File: config.mk
export PLATFORM = sky130hd
export DESIGN_NAME = fb_read_arbiter
export DESIGN_NICKNAME = d
export VERILOG_FILES = /design/src/rtl/fb_read_arbiter.sv
export SDC_FILE = /design/constraint.sdc
export NUM_CORES = 1
export LEC_CHECK = 0
export BUFFER_PORTS_ARGS = -buffer_cell sky130_fd_sc_hd__buf_2
export CAP_MARGIN = 0
export CORE_UTILIZATION = 43
export CTS_CLUSTER_DIAMETER = 120
export DETAILED_ROUTE_END_ITERATION = 7
export PLACE_DENSITY = 0.79
export SLEW_MARGIN = 20
export SYNTH_ARGS = -nofsm -noshare
export SYNTH_HDL_FRONTEND = slang
export SYNTH_SLANG_ARGS = --single-unit
File: constraint.sdc
create_clock -name clk -period 2.1 [get_ports clk]
set_input_delay 0.105 -clock clk [delete_from_list [all_inputs] [get_ports clk]]
set_output_delay 0.105 -clock clk [all_outputs]
set_load 0.02 [all_outputs]
File: src/rtl/fb_read_arbiter.sv
// Frame-buffer read-port arbiter: display (port 0) vs pixel processing (port 1) with a
// starvation guard and latency-matched data return. Define FBARB_STATS_EN for grant statistics.
module fb_read_arbiter #(
  parameter int ADDR_W     = 15,
  parameter int DATA_W     = 8,
  parameter int RD_LAT     = 1,
  parameter int STARVE_MAX = 8
) (
  input  logic              clk,
  input  logic              rst_n,
  input  logic              en,
  input  logic              req0,
  input  logic [ADDR_W-1:0] addr0,
  output logic              gnt0,
  output logic              rvalid0,
  input  logic              req1,
  input  logic [ADDR_W-1:0] addr1,
  output logic              gnt1,
  output logic              rvalid1,
  output logic [DATA_W-1:0] rd_data,
  output logic [ADDR_W-1:0] fb_addr,
  input  logic [DATA_W-1:0] fb_data,
  input  logic              stat_clr,
  output logic [15:0]       stat_gnt0,
  output logic [15:0]       stat_gnt1,
  output logic [7:0]        stat_maxwait
);

  typedef struct packed {
    logic vld;
    logic port;
  } tag_t;

  localparam logic [7:0] STARVE_LIM = 8'(STARVE_MAX);

  logic              en_ok_q;
  logic              en_eff;
  logic              gnt0_c, gnt1_c;
  logic [7:0]        starve_cnt_q, starve_cnt_d;
  logic [ADDR_W-1:0] fb_addr_q, fb_addr_d;
  tag_t [RD_LAT-1:0] tag_q, tag_d;
  tag_t              tag_out;
  logic              rvalid0_q, rvalid0_d;
  logic              rvalid1_q, rvalid1_d;
  logic [DATA_W-1:0] rd_data_q, rd_data_d;

  // en_ok_q keeps arbitration off until the first edge after reset release.
  assign en_eff = en & en_ok_q;

  // NOTE: every signal gets a default at the top of always_comb so no path infers a latch.
  always_comb begin
    gnt0_c = 1'b0;
    gnt1_c = 1'b0;
    if (en_eff) begin
      if (req1 && starve_cnt_q == STARVE_LIM) gnt1_c = 1'b1;
      else if (req0)                          gnt0_c = 1'b1;
      else if (req1)                          gnt1_c = 1'b1;
    end
  end

  always_comb begin
    starve_cnt_d = starve_cnt_q;
    if (en_eff) begin
      if (gnt1_c || !req1)              starve_cnt_d = '0;
      else if (starve_cnt_q < STARVE_LIM) starve_cnt_d = starve_cnt_q + 8'd1;
    end
  end

  always_comb begin
    fb_addr_d = fb_addr_q;
    if (gnt0_c)      fb_addr_d = addr0;
    else if (gnt1_c) fb_addr_d = addr1;
  end

  always_comb begin
    tag_d          = tag_q;
    tag_d[0].vld   = gnt0_c | gnt1_c;
    tag_d[0].port  = gnt1_c;
    for (int i = 1; i < RD_LAT; i++) tag_d[i] = tag_q[i-1];
    tag_out   = tag_q[RD_LAT-1];
    rvalid0_d = tag_out.vld & ~tag_out.port;
    rvalid1_d = tag_out.vld & tag_out.port;
    rd_data_d = tag_out.vld ? fb_data : rd_data_q;
  end

  // NOTE: state uses non-blocking assignments; the tag pipeline is reset so in-flight reads vanish.
  always_ff @(posedge clk or negedge rst_n) begin
    if (!rst_n) begin
      en_ok_q      <= 1'b0;
      starve_cnt_q <= '0;
      fb_addr_q    <= '0;
      tag_q        <= '0;
      rvalid0_q    <= 1'b0;
      rvalid1_q    <= 1'b0;
      rd_data_q    <= '0;
    end else begin
      en_ok_q      <= 1'b1;
      starve_cnt_q <= starve_cnt_d;
      fb_addr_q    <= fb_addr_d;
      tag_q        <= tag_d;
      rvalid0_q    <= rvalid0_d;
      rvalid1_q    <= rvalid1_d;
      rd_data_q    <= rd_data_d;
    end
  end

  assign gnt0    = gnt0_c;
  assign gnt1    = gnt1_c;
  assign fb_addr = fb_addr_d;
  assign rvalid0 = rvalid0_q;
  assign rvalid1 = rvalid1_q;
  assign rd_data = rd_data_q;

`ifdef FBARB_STATS_EN
  logic [15:0] stat_gnt0_q, stat_gnt0_d;
  logic [15:0] stat_gnt1_q, stat_gnt1_d;
  logic [7:0]  stat_maxwait_q, stat_maxwait_d;

  always_comb begin
    stat_gnt0_d    = stat_gnt0_q;
    stat_gnt1_d    = stat_gnt1_q;
    stat_maxwait_d = stat_maxwait_q;
    if (stat_clr) begin
      stat_gnt0_d    = '0;
      stat_gnt1_d    = '0;
      stat_maxwait_d = '0;
    end else begin
      if (gnt0_c && stat_gnt0_q != 16'hFFFF) stat_gnt0_d = stat_gnt0_q + 16'd1;
      if (gnt1_c && stat_gnt1_q != 16'hFFFF) stat_gnt1_d = stat_gnt1_q + 16'd1;
      if (gnt1_c && starve_cnt_q > stat_maxwait_q) stat_maxwait_d = starve_cnt_q;
    end
  end

  always_ff @(posedge clk or negedge rst_n) begin
    if (!rst_n) begin
      stat_gnt0_q    <= '0;
      stat_gnt1_q    <= '0;
      stat_maxwait_q <= '0;
    end else begin
      stat_gnt0_q    <= stat_gnt0_d;
      stat_gnt1_q    <= stat_gnt1_d;
      stat_maxwait_q <= stat_maxwait_d;
    end
  end

  assign stat_gnt0    = stat_gnt0_q;
  assign stat_gnt1    = stat_gnt1_q;
  assign stat_maxwait = stat_maxwait_q;
`else
  logic stat_clr_unused;
  assign stat_clr_unused = stat_clr;
  assign stat_gnt0       = '0;
  assign stat_gnt1       = '0;
  assign stat_maxwait    = '0;
`endif

endmodule

==> metrics, run 1 <==
Critical Path AT=2.08 ns; r2r endpoint=starve_cnt_q[0]; flop-to-flop setup slack=0.21 ns; Critical Path Most Common Cell=buf_6; CTS H-tree lvls=2; Hold Startpoint=fb_data[4]; clk sinks=36; total power draw=1.93 mW; Max Buffers Root-to-Sink=2; outcome=complete, but fails checks; nets=282; Tightest Hold Check Type=in2reg; Avg Cell Area, Syn=11.8 um^2; hold path depth=2; Leakage=1.20 nW; fillers=368; initial antenna violation count=0; Max Fclk=458 MHz; R2R depth=5; Synth Area in Adders=1.34%; Compound-Gate Fraction of Synth Area=13.4%; Layout area overhead=26.1%; IO buf count=69; Tcrit/Tclk final=104%; total die area=4600 um^2; antenna-violating nets left=0; via count=1292; CTS tree=done; Yosys top cell area share=48.4%; Die Ht=67.8 um; Crit. End Element=output port; later-pin clock latency in the skew report=0.28 ns; GPL Wtd Cong=0.756; drt first pass iters=4; DRC=0; first-pass GRT wire length=5120 um; total number of cells along the worst setup path=6; r2r startpoint=starve_cnt_q[7]; Int Power=1.36 mW; Slew headroom=48.8%; max-slew violation count=0; slowest CP cell=or4_4; XOR/XNOR Fraction of Synth Area=0%; Ys Warns=0; clock-pin transition on the worst setup and hold timing paths=0.08 ns; switching fraction of total power=29.6%; critical path's largest stage delay=0.56 ns; Worst Skew=0.00702 ns; failing checks=negative setup slack; Synth Area in Simple Gates=11.5%; largest area contributor in the netlist=dfrtp_1; Initial Util=45.6%; clk root buf=clkbuf_8; DR iter-0 viols=20; RSZ-0062 raised after global routing=yes; Worst EP required=2.00 ns; design area=2350 um^2; register bit count reported by yosys=36; pwr dens=821 nW/um^2; HPWL after DPL=2380 um; Setup CP Type=reg2out; WL final=3500 um; Gate power share=27.3%; clock share of power=30.7%; core area=4090 um^2; Ports=111; Worst Max-Slew Pin Slew=0.768 ns; final setup violation count=15; # diodes=0; Synth Cell Area=1860 um^2; Flop pwr share=42.1%; Seq/Total Area, Yosys=48.4%; number of global-route vias before repair=1094; largest family of logic cells by synthesized area=buffers and inverters; share of cells above drive strength 1=51.1%; mux share of post-synthesis cell area=5.44%; wire per inst=12.2 um; dpl cell area=2070 um^2; num rows=23; CTS buffer count=5; sw power=0.570 mW; cell chain of the critical path=or4_4, o211ai_4, buf_6, or2_2, o221a_1, buf_6; fin crit period=2.18 ns; CP top delay family=simple AND/OR/NAND/NOR gates; CP bufs+invs=2; post-DR vias/cell=4.50; largest net degree at the start of global routing=37; Total GRT Usage=15.3%; crit start category=register; crit path max fanout=7; Syn Inst Count=158; Max VDD drop=0.000625 V; setup ws final=-0.0823 ns; Synth area leaders=dfrtp_1, buf_4, mux2_2; Hold EP=rd_data[4]; max-cap viol count=0; GRT overflow=0; crit path launch=starve_cnt_q[7]; Die Wd=67.8 um; Cell variety after synth=30; final hold vios=0
==> cells in the final DEF (no fill, tap or decap), types with 2 or more instances in the layout <==
master,instances
or2_2,14
buf_2,55
buf_6,12
o221a_2,6
o221a_1,9
o21ai_0,3
inv_1,5
mux2_2,9
nand2_1,3
and2_1,4
conb_1,41
dfrtp_1,36
ha_1,2
and2_2,2
clkbuf_8,5
a22o_1,2
buf_4,8
==> synth_stat cells <==
cell type  count
nor3b_1        1
a21oi_1        1
buf_4         40
or4_4          1
mux2_2         9
o211ai_4       1
inv_1          6
nand2_2        1
nor4_1         1
nand2_1        3
clkbuf_1       2
o2111ai_1      1
dfrtp_1       36
nor2b_1        1
nand4b_1       1
conb_1         2
a22o_1         2
o221a_2        6
o22ai_2        1
nor3_1         1
o21ai_0        3
and2_1         4
nand3_1        1
o221a_1        9
or2_2         15
buf_6          3
nand4_1        1
and2_2         2
nand2b_1       1
ha_1           2
==> final cells by class <==
type	count	area, um^2	area share (%)
timing repair buffer	77	500	21.3
tap	50	62.6	2.66
multi-input combinational	110	751	32.0
clock buffer	5	68.8	2.93
sequential	36	901	38.4
inverter	6	22.5	0.959
clock inverter	3	42.5	1.81
==> kinds of logic (layout without fill, tap and decap cells) <==
| family | Yosys count | count (layout) |
|---|---|---|
| compound gates | 24 | 24 |
| fa+ha+maj | 2 | 2 |
| buf+inv | 51 | 91 |
| flops | 36 | 36 |
| mux | 9 | 9 |
| other cells | 2 | 41 |
| simple gates | 34 | 34 |
==> worst max-delay path by stage <==
stage	slack, ns	endpoint
after floorplan	0.24	fb_addr_q[10]
after global placement	0.10	fb_addr[6]
after detailed placement	0.07	fb_addr[8]
after CTS	-0.07	fb_addr[3]
after global routing	-0.16	fb_addr[11]
final	-0.08	fb_addr[11]
==> sequential cells by signal, indices dropped and copies added, names as in the netlist <==
name          flops
tag_out           2
en_ok_q           1
fb_addr_q        15
rvalid1           1
rvalid0           1
starve_cnt_q      8
rd_data           8
==> power groups by stage <==
| stage | combinational (mW) | clock, mW | sequential (mW) |
|---|---|---|---|
| global route | 0.566 | 0.640 | 0.822 |
| floorplan | 0.318 | 0 | 0.852 |
| CTS | 0.484 | 0.606 | 0.812 |
| detailed placement | 0.440 | 0 | 0.823 |
| finish | 0.525 | 0.591 | 0.811 |
| global placement | 0.432 | 0 | 0.821 |
==> routing by layer <==
layer	wire (um)	share of wire, %	global-route usage [%]
met1	1340	38	18.6
met2	1900	54	26.2
met3	218	6.2	4.05
met4	47	1.3	4.69
met5	0	0	0
==> what timing repair did <==
action | CTS | global route
pin swaps | 2 | 1
hold endpoints to repair | 36 | 0
buffers inserted | 5 | 2
hold buffers | 1 | 0
resized for setup | 15 | 14
setup endpoints to repair | 15 | 15
==> per-stage QoR <==
step	TNS [ns]	worst slack, ns	util (%)	instances	hold slack [ns]
2_1_floorplan	0	0.238	-	197	-0.191
3_3_place_gp	0	0.102	50.8	271	0.221
3_5_place_dp	0	0.0729	50.8	271	0.234
4_1_cts	-0.858	-0.0684	56.1	285	0.0525
5_1_grt	-1.98	-0.159	57.5	287	0.0525
6_report	-0.799	-0.0823	57.5	287	0.0543
Note: power is estimated with default switching activity, not from simulation.
==> run 2, diff against run 1 <==
--- a/config.mk
+++ b/config.mk
@@ -5,12 +5,13 @@
 export SDC_FILE = /design/constraint.sdc
 export NUM_CORES = 1
 export LEC_CHECK = 0
+export ABC_AREA = 1
 export BUFFER_PORTS_ARGS = -buffer_cell sky130_fd_sc_hd__buf_2
 export CAP_MARGIN = 0
-export CORE_UTILIZATION = 43
+export CORE_UTILIZATION = 44
 export CTS_CLUSTER_DIAMETER = 120
 export DETAILED_ROUTE_END_ITERATION = 7
-export PLACE_DENSITY = 0.79
+export PLACE_DENSITY = 0.8
 export SLEW_MARGIN = 20
 export SYNTH_ARGS = -nofsm -noshare
 export SYNTH_HDL_FRONTEND = slang
==> run 2 against run 1 <==
Against the previous run: the flow now finishes without violations; worst hold slack worse by 0.032 ns; critical path type unchanged; sequential share of layout area is 2.0 points lower; synthesized cell count is 65% higher; global-route usage is 0.40 points higher; non-clock buffer count is 2 higher; largest power group unchanged; clock-buffer cell count is 2 higher; final area is 5.5% higher; routed wire length is 6.5% higher; utilization is 0.55 points lower; cell count is 37% higher.
==> metrics, run 2 <==
outcome=complete, no violations; R2R depth=13; clock-pin transition on the worst setup and hold timing paths=0.07 ns; Hold EP=rd_data[3]; GPL Wtd Cong=0.796; most frequent cells after synthesis=nand2_1, buf_4, dfrtp_1, nor2_1, nand2_2; num rows=24; most flop-heavy register=fb_addr_q; Cell variety after synth=19; Layout area overhead=24.0%; Yosys top cell area share=45.1%; r2r endpoint=starve_cnt_q[3]; setup TNS=0 ns; CTS buffer count=5; Max Fclk=492 MHz; RSZ-0062 raised after global routing=yes; Synth area leaders=dfrtp_1, nand2_1, buf_4; IO buf count=69; # diodes=0; CTS H-tree lvls=2; post-DR vias/cell=4.24; clk root buf=clkbuf_8; design area=2480 um^2; r2r startpoint=starve_cnt_q[0]; Worst Max-Slew Pin Slew=0.805 ns; number of global-route vias before repair=1434; Tightest Hold Check Type=in2reg; ys async rst share=100%; commonest cells after routing, fill and taps aside=nand2_1, buf_2, conb_1; number of flops mapped to enable cells by yosys=0; fin crit period=2.03 ns; max-slew violation count=0; max-cap viol count=0; HPWL after DPL=2550 um; Seq/Total Area, Yosys=45.1%; via count=1667; Hold Startpoint=fb_data[3]; Total GRT Usage=15.7%; Avg Cell Area, Syn=7.69 um^2; final hold vios=0; core area=4350 um^2; Initial Util=45.9%; Synth Cell Area=2000 um^2; Ports=111; commonest non-fill, non-tap cell in the layout=nand2_1; Tcrit/Tclk final=96.8%; register bit count reported by yosys=36; WL final=3730 um; Slew headroom=46.4%; dpl cell area=2230 um^2; clk sinks=36; predominant post-synthesis flop cell=dfrtp_1; crit path max fanout=16; Critical Path AT=1.93 ns; area of the multi-input gates=878 um^2; max reg flops=15; setup ws final=0.0668 ns; GRT overflow=0; Worst Skew=0.00457 ns; largest area contributor in the netlist=dfrtp_1; fillers=387; Worst EP required=2.00 ns; hold path depth=3; largest net degree at the start of global routing=37; first-pass GRT wire length=6000 um; Die Wd=69.4 um; antenna-violating nets left=0; Syn Inst Count=260; nets=387; share of cells above drive strength 1=31.7%; Crit. End Element=output port; initial antenna violation count=0; pwr dens=763 nW/um^2; total die area=4810 um^2; CTS tree=done; Max Buffers Root-to-Sink=2; DRC=0; post-place setup slack=0.294 ns; Max VDD drop=0.000354 V; flop-to-flop setup slack=0.30 ns; wire per inst=9.49 um; Leakage=1.51 nW; most frequent cell after synthesis=nand2_1; Fin Hold WS=0.0222 ns; final setup violation count=0; crit start category=register; DR iter-0 viols=28; drt first pass iters=4; Die Ht=69.4 um; Ys Warns=0; later-pin clock latency in the skew report=0.28 ns; total area of sequential cells=901 um^2; Setup CP Type=reg2out
run 2: changes by cell type after synthesis, sizes merged, moves of 2 or more:
cell   previous run  this run
a22o              2         0
and2              6         0
mux2              9         0
inv               6        14
nand3             1         3
o21ai             3         0
o221a            15         0
nor2              0        14
nand2             4       140
or2              15         0
run 2: cell families after synthesis:
logic type	count (synthesis)	share of synthesized area (%)
AND/OR/NAND/NOR	157	31.6
buffers and inverters	60	20.0
flip-flops	36	45.1
XOR/XNOR	2	0.877
adder cells (fa/ha/maj)	2	1.25
other	2	0.376
AO/OA/AOI/OAI	1	0.814
run 2: per-stage QoR:
stage / power [mW] / util, % / std cells
6_report: 1.89 / 56.9 / 393
5_1_grt: 2.01 / 56.9 / 393
4_1_cts: 1.87 / 53.9 / 385
3_5_place_dp: 1.34 / 51.2 / 377
3_3_place_gp: 1.33 / 51.2 / 377
2_1_floorplan: 1.23 / - / 299
run 2: power breakdown:
part	switching [mW]	leakage, nW	internal (mW)
Clock	0.223	0.0503	0.292
Combinational	0.354	1.00	0.195
Sequential	0.0428	0.461	0.786
Total	0.619	1.51	1.27
run 2: worst max-delay path by stage:
stage,depth (start not counted),to,slack (ns),from
6_report,11,fb_addr[12],0.07,starve_cnt_q[0]
5_1_grt,11,fb_addr[5],-0.04,starve_cnt_q[0]
4_1_cts,13,fb_addr[14],0.005,starve_cnt_q[0]
3_5_place_dp,13,fb_addr[14],0.29,starve_cnt_q[0]
3_3_place_gp,13,fb_addr[14],0.33,starve_cnt_q[0]
2_1_floorplan,12,fb_addr_q[10],0.47,starve_cnt_q[0]
run 2: repair_timing:
action / 4_1_cts / 5_1_grt
hold buffers: 1 / 0
setup buffers: 0 / 7
endpoints found under the setup margin: 8 / 15
hold endpoints to repair: 36 / 0
cloned: 0 / 1
pin swaps: 0 / 2
resized for setup: 2 / 22
run 2: worst max-delay path, stage by stage (launching register included):
cell and delay, ns:
dfrtp_1 0.42, inv_1 0.08, ha_1 0.14, nand2_1 0.05
nor2_1 0.12, nand2_2 0.11, buf_4 0.15, nand2_2 0.09
buf_6 0.18, nand2_1 0.07, nand2_1 0.07, buf_2 0.17
run 2: area by class of cell:
type / count / share of cell area (%)
repair buffers: 79 / 18.8
multi-input cells: 204 / 35.4
flip-flops and latches: 36 / 36.3
well taps: 52 / 2.62
inverters: 15 / 2.88
clock buffers: 7 / 3.89
run 2: routing by layer:
| metal | track usage (%) | part of all wire (%) | up-vias |
|---|---|---|---|
| met4 | 8.16 | 2.0 | 0 |
| met5 | 0 | 0 | - |
| met3 | 4.07 | 6.5 | 7 |
| li1 | - | - | 853 |
| met2 | 25.9 | 49 | 65 |
| met1 | 18.9 | 42 | 742 |
==> run 3, diff against run 2 <==
--- a/config.mk
+++ b/config.mk
@@ -6,7 +6,7 @@
 export NUM_CORES = 1
 export LEC_CHECK = 0
 export ABC_AREA = 1
-export BUFFER_PORTS_ARGS = -buffer_cell sky130_fd_sc_hd__buf_2
+export BUFFER_PORTS_ARGS = -buffer_cell sky130_fd_sc_hd__clkbuf_2
 export CAP_MARGIN = 0
 export CORE_UTILIZATION = 44
 export CTS_CLUSTER_DIAMETER = 120
==> run 3 against run 2 <==
Against the previous run: clock-buffer cell count is 1 lower; cell count is 0.51% lower; clock power is 15% higher; flip-flop and latch count stayed put; critical path depth is 2 higher; routed wire length is 5.7% lower; worst hold slack hardly changed; die area stayed put; sequential share of layout area is 0.90 points higher; sequential power is 0.5% lower; worst setup slack better by 0.069 ns; critical endpoint is now fb_addr[7]; highest routed layer unchanged.
==> metrics, run 3 (synthesis gave the netlist of run 2 again) <==
antenna-violating nets left=0; Initial Util=45.9%; WL final=3520 um; Critical Path AT=1.86 ns; initial antenna violation count=0; clk sinks=36; crit start category=register; Crit. End Element=output port; number of global-route vias before repair=1378; share of cells above drive strength 1=30.1%; Leakage=1.49 nW; outcome=complete, no violations; crit path max fanout=11; num rows=24; commonest cells after routing, fill and taps aside=nand2_1, clkbuf_2, conb_1; CTS H-tree lvls=2; R2R depth=12; hold path depth=3; Max Fclk=509 MHz; Worst EP required=2.00 ns; commonest non-fill, non-tap cell in the layout=nand2_1; CTS tree=done; nets=384; Die Ht=69.4 um; design area=2420 um^2; wire per inst=9.00 um; GRT overflow=0; total die area=4810 um^2; HPWL after DPL=2610 um; fin crit period=1.96 ns; Worst Skew=0.00883 ns; max-cap viol count=0; DRC=0; Tcrit/Tclk final=93.5%; drt first pass iters=4; RSZ-0062 raised after global routing=no; core area=4350 um^2; GPL Wtd Cong=0.811; DR iter-0 viols=43; Total GRT Usage=15.8%; Slew headroom=40.8%; most flop-heavy register=fb_addr_q; Die Wd=69.4 um; final setup violation count=0; flop-to-flop setup slack=0.57 ns; Hold Startpoint=fb_data[3]; CTS buffer count=5; # diodes=0; Tightest Hold Check Type=in2reg; final hold vios=0; r2r endpoint=fb_addr_q[7]; pwr dens=804 nW/um^2; IO buf count=69; max-slew violation count=0; Layout area overhead=21.0%; clk root buf=clkbuf_8; dpl cell area=2230 um^2; first-pass GRT wire length=6070 um; largest net degree at the start of global routing=37; Max VDD drop=0.000365 V; Ports=111; max reg flops=15; setup TNS=0 ns; Hold EP=rd_data[3]; Worst Max-Slew Pin Slew=0.889 ns; post-DR vias/cell=4.10; Max Buffers Root-to-Sink=2; r2r startpoint=starve_cnt_q[1]; Setup CP Type=reg2out; later-pin clock latency in the skew report=0.28 ns; via count=1604; clock-pin transition on the worst setup and hold timing paths=0.07 ns
==> run 3: worst max path at each step <==
stage / from / endpoint / slack (ns) / cells after the start
finish: starve_cnt_q[1] / fb_addr[7] / 0.14 / 13
global route: starve_cnt_q[1] / fb_addr[13] / 0.0003 / 13
CTS: starve_cnt_q[1] / fb_addr[14] / 0.03 / 13
detailed placement: starve_cnt_q[0] / fb_addr[14] / 0.30 / 13
global placement: starve_cnt_q[0] / fb_addr[14] / 0.33 / 13
floorplan: starve_cnt_q[0] / fb_addr_q[10] / 0.47 / 12
==> run 3: per-layer routing <==
layer | up-vias | part of all wire, % | global-route usage, %
met5 | - | 0 | 0
met4 | 0 | 1.4 | 5.44
met3 | 5 | 7.0 | 4.65
met2 | 65 | 50 | 26.6
met1 | 686 | 42 | 19.1
li1 | 848 | - | -
==> run 3: report_power, final <==
group	total, mW	internal, mW	leakage [nW]	switching, mW
Clock	0.590	0.352	0.0552	0.238
Sequential	0.824	0.785	0.461	0.0390
Combinational	0.531	0.177	0.976	0.354
Total	1.95	1.31	1.49	0.631
==> run 3: stage by stage <==
stage                     setup slack [ns]  hold WS, ns  std cells  util (%)  power [mW]
after global routing              0.000346       0.0173        391      55.5        2.07
after CTS                           0.0286      0.00815        387      54.4        1.96
after floorplan                      0.473       -0.191        299         -        1.23
final                                0.136       0.0221        391      55.5        1.95
after global placement               0.326        0.273        377      51.2        1.33
after detailed placement             0.296        0.289        377      51.2        1.34
==> run 3: final cells by class <==
cell class / count / area (um^2)
clock buffer: 6 / 72.6
clock inverter: 2 / 35.0
fill: 423 / 1940
inverter: 15 / 71.3
multi-input combinational: 203 / 860
sequential: 36 / 901
tap: 52 / 65.1
timing repair buffer: 77 / 414
==> run 3: what timing repair did <==
action / CTS / global route
hold buffers: 1 / 0
setup endpoints to repair: 15 / 15
gates resized for setup: 2 / 8
endpoints found under the hold margin: 36 / 0
setup buffers: 1 / 4
pin swaps: 0 / 2
==> run 3: critical path: stages (launching register included) <==
cell	delay, ns
dfrtp_1	0.40
inv_1	0.06
ha_1	0.13
nand2_1	0.05
nor2_1	0.11
nand2_2	0.11
nand2_4	0.11
nand2_8	0.09
buf_6	0.15
nand2_1	0.05
nand2_1	0.05
nand2_1	0.05
nand2_1	0.07
clkbuf_2	0.15
